--- config.mk ---
export PLATFORM = sky130hd
export DESIGN_NAME = prog_seq_ctrl
export DESIGN_NICKNAME = d
export VERILOG_FILES = /design/src/rtl/prog_seq_ctrl.sv
export SDC_FILE = /design/constraint.sdc
export NUM_CORES = 1
export LEC_CHECK = 0
export CAP_MARGIN = 20
export CORE_ASPECT_RATIO = 0.9
export CORE_MARGIN = 3
export CORE_UTILIZATION = 52
export DETAILED_ROUTE_END_ITERATION = 10
export PLACE_DENSITY = 0.86
export RECOVER_POWER = 100
export SYNTH_ARGS = -nofsm -noshare
export SYNTH_HDL_FRONTEND = slang
export SYNTH_SLANG_ARGS = --single-unit
--- constraint.sdc ---
create_clock -name clk -period 3.4 [get_ports clk]
set_input_delay 1.02 -clock clk [delete_from_list [all_inputs] [get_ports clk]]
set_output_delay 1.02 -clock clk [all_outputs]
set_load 0.01 [all_outputs]
--- src/rtl/prog_seq_ctrl.sv ---
// Program sequencing controller: drives the PC start/branch/target controls,
// runs the IDLE/RUN/DONE handshake, and keeps a return-address stack and a run-cycle counter.
module prog_seq_ctrl #(
  parameter int D           = 8,
  parameter int STACK_DEPTH = 4,
  parameter int CW          = 16
) (
  input  logic          clk,
  input  logic          reset,
  input  logic          start,
  input  logic [D-1:0]  prog_ctr,
  input  logic          halt_req,
  input  logic          br_req,
  input  logic          br_cond,
  input  logic          call_req,
  input  logic          ret_req,
  input  logic [D-1:0]  br_target,
  output logic          pc_start,
  output logic          pc_branch,
  output logic [D-1:0]  pc_target,
  output logic          busy,
  output logic          done,
  output logic          stack_err,
  output logic [CW-1:0] cycle_cnt
);

  localparam int SPW = $clog2(STACK_DEPTH + 1);
  localparam int AW  = $clog2(STACK_DEPTH);
  localparam logic [SPW-1:0] SP_FULL = SPW'(STACK_DEPTH);

  typedef enum logic [1:0] {
    IDLE = 2'd0,
    RUN  = 2'd1,
    DONE = 2'd2
  } state_t;

  state_t         state_q, state_d;
  logic [SPW-1:0] sp;
  logic [D-1:0]   stack [STACK_DEPTH];
  logic [AW-1:0]  push_idx, top_idx;
  logic           push, pop, err_set, clr;

  assign push_idx = AW'(sp);
  assign top_idx  = AW'(sp - 1'b1);
  assign busy     = (state_q == RUN);
  assign done     = (state_q == DONE);

  always_comb begin
    // NOTE: every output of this block gets a default first, so no path can infer a latch.
    state_d   = state_q;
    pc_start  = 1'b0;
    pc_branch = 1'b0;
    pc_target = '0;
    push      = 1'b0;
    pop       = 1'b0;
    err_set   = 1'b0;
    clr       = 1'b0;
    unique case (state_q)
      IDLE: begin
        pc_start = 1'b1;
        if (start) begin
          state_d = RUN;
          clr     = 1'b1;
        end
      end
      RUN: begin
        // One action per cycle; lower-priority requests in the same cycle are dropped.
        if (halt_req) begin
          pc_branch = 1'b1;
          pc_target = prog_ctr;
          state_d   = DONE;
        end else if (ret_req) begin
          pc_branch = 1'b1;
          if (sp != '0) begin
            pc_target = stack[top_idx];
            pop       = 1'b1;
          end else begin
            pc_target = prog_ctr;
            err_set   = 1'b1;
            state_d   = DONE;
          end
        end else if (call_req) begin
          pc_branch = 1'b1;
          if (sp != SP_FULL) begin
            pc_target = br_target;
            push      = 1'b1;
          end else begin
            pc_target = prog_ctr;
            err_set   = 1'b1;
            state_d   = DONE;
          end
        end else if (br_req && br_cond) begin
          pc_branch = 1'b1;
          pc_target = br_target;
        end
      end
      DONE: begin
        pc_branch = 1'b1;
        pc_target = prog_ctr;
        if (start) begin
          pc_start = 1'b1;
          state_d  = RUN;
          clr      = 1'b1;
        end
      end
      default: state_d = IDLE;
    endcase
  end

  always_ff @(posedge clk) begin
    // NOTE: state registers use non-blocking assignments so all flops update together.
    if (!reset) begin
      state_q   <= IDLE;
      sp        <= '0;
      stack_err <= 1'b0;
      cycle_cnt <= '0;
    end else begin
      state_q <= state_d;
      if (clr) begin
        sp        <= '0;
        stack_err <= 1'b0;
        cycle_cnt <= '0;
      end else begin
        if (push)     sp <= sp + 1'b1;
        else if (pop) sp <= sp - 1'b1;
        if (err_set)  stack_err <= 1'b1;
        if (state_q == RUN && cycle_cnt != '1) cycle_cnt <= cycle_cnt + 1'b1;
      end
    end
  end

  // NOTE: stack storage is deliberately not reset; entries at or above sp are never read.
  always_ff @(posedge clk) begin
    if (push) stack[push_idx] <= prog_ctr + 1'b1;
  end

endmodule

==> results by group <==
Power and ir drop
  – IR drop worst, VDD: 0.000315 V
  – P_int: 0.939 mW
  – Pwr Density: 345 nW/µm²
  – Post-route total power: 1.25 mW
  – Fraction of power consumed by the clock network: 30.3%
  – Total leakage power: 1.37 nW
  – Net Sw Power: 0.315 mW
  – Combinational share of power: 13.5%
  – Switching part of the total power: 25.1%
  – Register share of total power: 56.2%

Cells and area
  – Number of nets in the layout: 359
  – Antenna cell count: 0
  – Fill count: 355
  – Area added between synthesis and finish: 30.0%
  – Ratio of cells with drive above 1 in the final layout: 17.6%
  – Most used cells in the layout excluding fill and tap cells: 32 x sky130_fd_sc_hd__edfxtp_1, 22 x sky130_fd_sc_hd__dfxtp_1, 20 x sky130_fd_sc_hd__dlygate4sd3_1, 18 x sky130_fd_sc_hd__clkdlybuf4s50_1, 18 x sky130_fd_sc_hd__buf_4
  – End-of-flow core utilization: 72.5%
  – Leading cell type in the layout, fill and taps excluded: sky130_fd_sc_hd__edfxtp_1

STA
  – Rel. slew slack: 47.5%
  – Number of max-slew violations in the final report: 0
  – Final critical-path required period: 3.38 ns
  – Worst hold-check slack: 0.496 ns
  – Peak clock frequency supported by timing: 0.296 GHz
  – Final hold vios: 0
  – Fin Clk Skew: 0.00677 ns
  – Crit share post-route: 99.3%
  – Unrepaired setup endpoints after global routing: yes
  – Transition time at the pin with the least slew margin: 0.788 ns
  – Final Setup Violations: 0
  – Setup slack after layout: 0.0230 ns

Die
  – Floorplan die area: 6290 µm²
  – I/O pin total: 53
  – Total core area: 5010 µm²
  – Height of the chip: 75.6 µm
  – Placement Rows: 24
  – Initial cell density of the core: 55.8%
  – Die span in x: 83.3 µm

Hold path
  – Type of the most critical hold path: register to register
  – Min-Delay Path Depth: 2
  – End point of the worst hold path: stack_err$_SDFFE_PP0P_
  – Hold Path Origin: stack_err$_SDFFE_PP0P_

Clock tree
  – CTS root buffer: sky130_fd_sc_hd__clkbuf_8
  – Hold bufs inserted after CTS: 0
  – TritonCTS Buffers: 5
  – Clock latency on the worst-skew pair: 0.31 ns
  – Number of sinks handled by clock tree synthesis: 54
  – Clock Tree Buf Depth: 2
  – Register clock-pin slew on the reported worst setup and hold paths: 0.10 ns
  – Level count of the clock H-tree: 2
  – CTS tree: done

Route
  – Number of nets still failing antenna checks after routing: 0
  – Count of vias placed by the detailed router: 2,302
  – Wirelength per Cell: 17.2 µm
  – Pre-antenna DRT Iters: 4
  – Detailed-route vias per instance: 5.92
  – Residual DRC count: 0
  – Count of routing violations after the opening detailed-route iteration: 220
  – Post-detailed-routing wire length: 6700 µm

Global routing
  – Combined global-route utilization of all metal layers: 21.8%
  – Number of global-route vias before repair: 2,169
  – Global-route wire length before repair: 10,800 µm
  – Antenna violations before repair: 0
  – Largest net degree at the start of global routing: 20
  – Remaining global-route overflow: 0

Worst setup path
  – FF-to-FF End: cycle_cnt[11]$_SDFFE_PP0P_
  – Critical Path AT: 2.36 ns
  – Type of element launching the critical path: input pin
  – Critical path data required time: 2.38 ns
  – Max Fanout on Critical Path: 4
  – Worst reg-to-reg path cell count: 7
  – Launch point of the worst reg-to-reg path: state_q[1]$_SDFFE_PN0P_
  – Capturing element type of the critical path: output pin
  – Reg-to-reg setup timing slack: 0.90 ns
  – Path type of the worst setup path: input pin to output pin

Placement
  – Final GP Congestion: 0.803
  – Number of I/O port buffers: 52
  – Total half-perimeter wirelength after legalization and detailed placement: 4910 µm
  – Worst slack after detailed placement: -0.617 ns

Logic synthesis
  – Post-synthesis instance area: 2800 µm²
  – Total of flip-flops plus latches after synthesis: 54
  – Fraction of synthesis flops using an asynchronous set or reset pin: 0%
  – Mux contribution to synthesized area: 8.28%
  – Main combinational cell family by area after synthesis: simple AND/OR/NAND/NOR gates
  – Post-synth net total: 280
  – Post-synth EDFFs: 32
  – Area fraction in and, or, nand and nor cells after synthesis: 19.1%
  – Main synth FF type: sky130_fd_sc_hd__edfxtp_1
  – Post-synthesis adder-cell area fraction: 5.37%
  – Number of instances in the synthesized netlist: 244
  – Count of synthesis-stage warnings from yosys: 0
  – Number of unique standard cell types used by synthesis: 55
  – Synthesized-area fraction occupied by xor and xnor cells: 2.19%
  – Avg Inst Size Synth: 11.5 µm²
  – Fraction of the yosys area taken by sequential cells: 50.1%
  – Compound-Gate Fraction of Synth Area: 12.7%

Run status
  – Outcome: finished clean

Flow run
  – Number of max-cap violations: 0
==> synth_stat cells, types with 2 or more instances <==
master                     instances  share of area, %
sky130_fd_sc_hd__buf_2             2              0.36
sky130_fd_sc_hd__xor2_1            2              0.63
sky130_fd_sc_hd__dfxtp_1          22                16
sky130_fd_sc_hd__a221o_1           8               2.9
sky130_fd_sc_hd__mux4_2            8               6.4
sky130_fd_sc_hd__or3_1             3              0.67
sky130_fd_sc_hd__a21oi_1          13               2.3
sky130_fd_sc_hd__o31ai_1           3              0.81
sky130_fd_sc_hd__a31oi_1           3              0.67
sky130_fd_sc_hd__ha_1             12               5.4
sky130_fd_sc_hd__and3_1            5               1.1
sky130_fd_sc_hd__nand2b_1          4              0.89
sky130_fd_sc_hd__xnor2_1           5               1.6
sky130_fd_sc_hd__nor3_1            2              0.36
sky130_fd_sc_hd__nand4_1           6               1.3
sky130_fd_sc_hd__a21o_1            2              0.54
sky130_fd_sc_hd__nand3b_1          3              0.81
sky130_fd_sc_hd__o21ai_0          10               1.8
sky130_fd_sc_hd__mux2i_1           4               1.4
sky130_fd_sc_hd__a2111o_1          2              0.81
sky130_fd_sc_hd__edfxtp_1         32                34
sky130_fd_sc_hd__nand2_1          13               1.7
sky130_fd_sc_hd__or2_2             2              0.45
sky130_fd_sc_hd__or4_1             5               1.3
sky130_fd_sc_hd__inv_1            11               1.5
sky130_fd_sc_hd__nand3_1          14               2.5
sky130_fd_sc_hd__nor2_1           11               1.5
sky130_fd_sc_hd__nor2b_1          10               2.2
==> metrics by stage <==
| step | area [µm²] | TNS, ns | std cells |
|---|---|---|---|
| after floorplan | 2800 | 0 | 244 |
| after global placement | 3550 | -4.49 | 379 |
| after detailed placement | 3550 | -4.89 | 379 |
| after CTS | 3640 | 0 | 390 |
| after global routing | 3640 | -0.235 | 389 |
| final | 3640 | 0 | 389 |
==> worst max path at each step <==
stage,cells past startpoint,startpoint,to
6_report,7,br_req,pc_target[6]
5_1_grt,7,br_req,pc_target[6]
4_1_cts,7,halt_req,pc_target[0]
3_5_place_dp,6,ret_req,pc_target[3]
3_3_place_gp,6,ret_req,pc_target[3]
2_1_floorplan,7,sp[0]$_SDFFE_PP0P_,pc_target[0]
==> state kept, by name, summed over array words and instances, names as in the netlist <==
signal     flops
state_q        2
sp             3
stack         32
stack_err      1
cycle_cnt     16
==> logic make-up (layout without fill, tap and decap cells) <==
| group | Yosys count | after routing |
|---|---|---|
| xor gates and xnor gates | 7 | 7 |
| muxes | 13 | 13 |
| adders and majority gates | 12 | 12 |
| and+or+nand+nor | 91 | 91 |
| buffers and inverters | 16 | 96 |
| DFF | 54 | 54 |
| AOI/OAI and AO/OA | 51 | 51 |
==> cell type report <==
class	count	area (µm²)	share of cell area, %
sequential	54	1400	38.5
multi-input combinational	174	1370	37.7
timing repair buffer	77	644	17.7
tap	65	81.3	2.24
clock buffer	5	68.8	1.89
inverter	11	41.3	1.14
clock inverter	3	28.8	0.791
==> worst max-delay path, cell delays in order <==
cell                            delay [ns]
sky130_fd_sc_hd__dlygate4sd2_1        0.20
sky130_fd_sc_hd__and2_4               0.16
sky130_fd_sc_hd__mux2i_4              0.07
sky130_fd_sc_hd__nor4b_4              0.44
sky130_fd_sc_hd__buf_4                0.21
sky130_fd_sc_hd__a221o_1              0.13
sky130_fd_sc_hd__buf_2                0.13
==> timing repair <==
action / in CTS / in global routing
endpoints found under the hold margin: 0 / 0
gates resized for setup: 42 / 8
endpoints found under the setup margin: 9 / 8
pin swaps: 3 / 2
setup buffers: 3 / 1
==> layer usage <==
layer  global-route usage (%)  wire length [µm]
met4                     5.81                72
met3                     3.46               308
met5                        0                 0
met2                     37.3              3350
met1                     29.6              2980
==> power by group through the flow <==
stage	sequential [mW]	clock [mW]	combinational (mW)
finish	0.705	0.380	0.170
global route	0.706	0.414	0.183
CTS	0.705	0.384	0.167
detailed placement	0.720	0	0.171
global placement	0.720	0	0.166
floorplan	0.720	0	0.0772
Power figures use the tool's default switching activity.
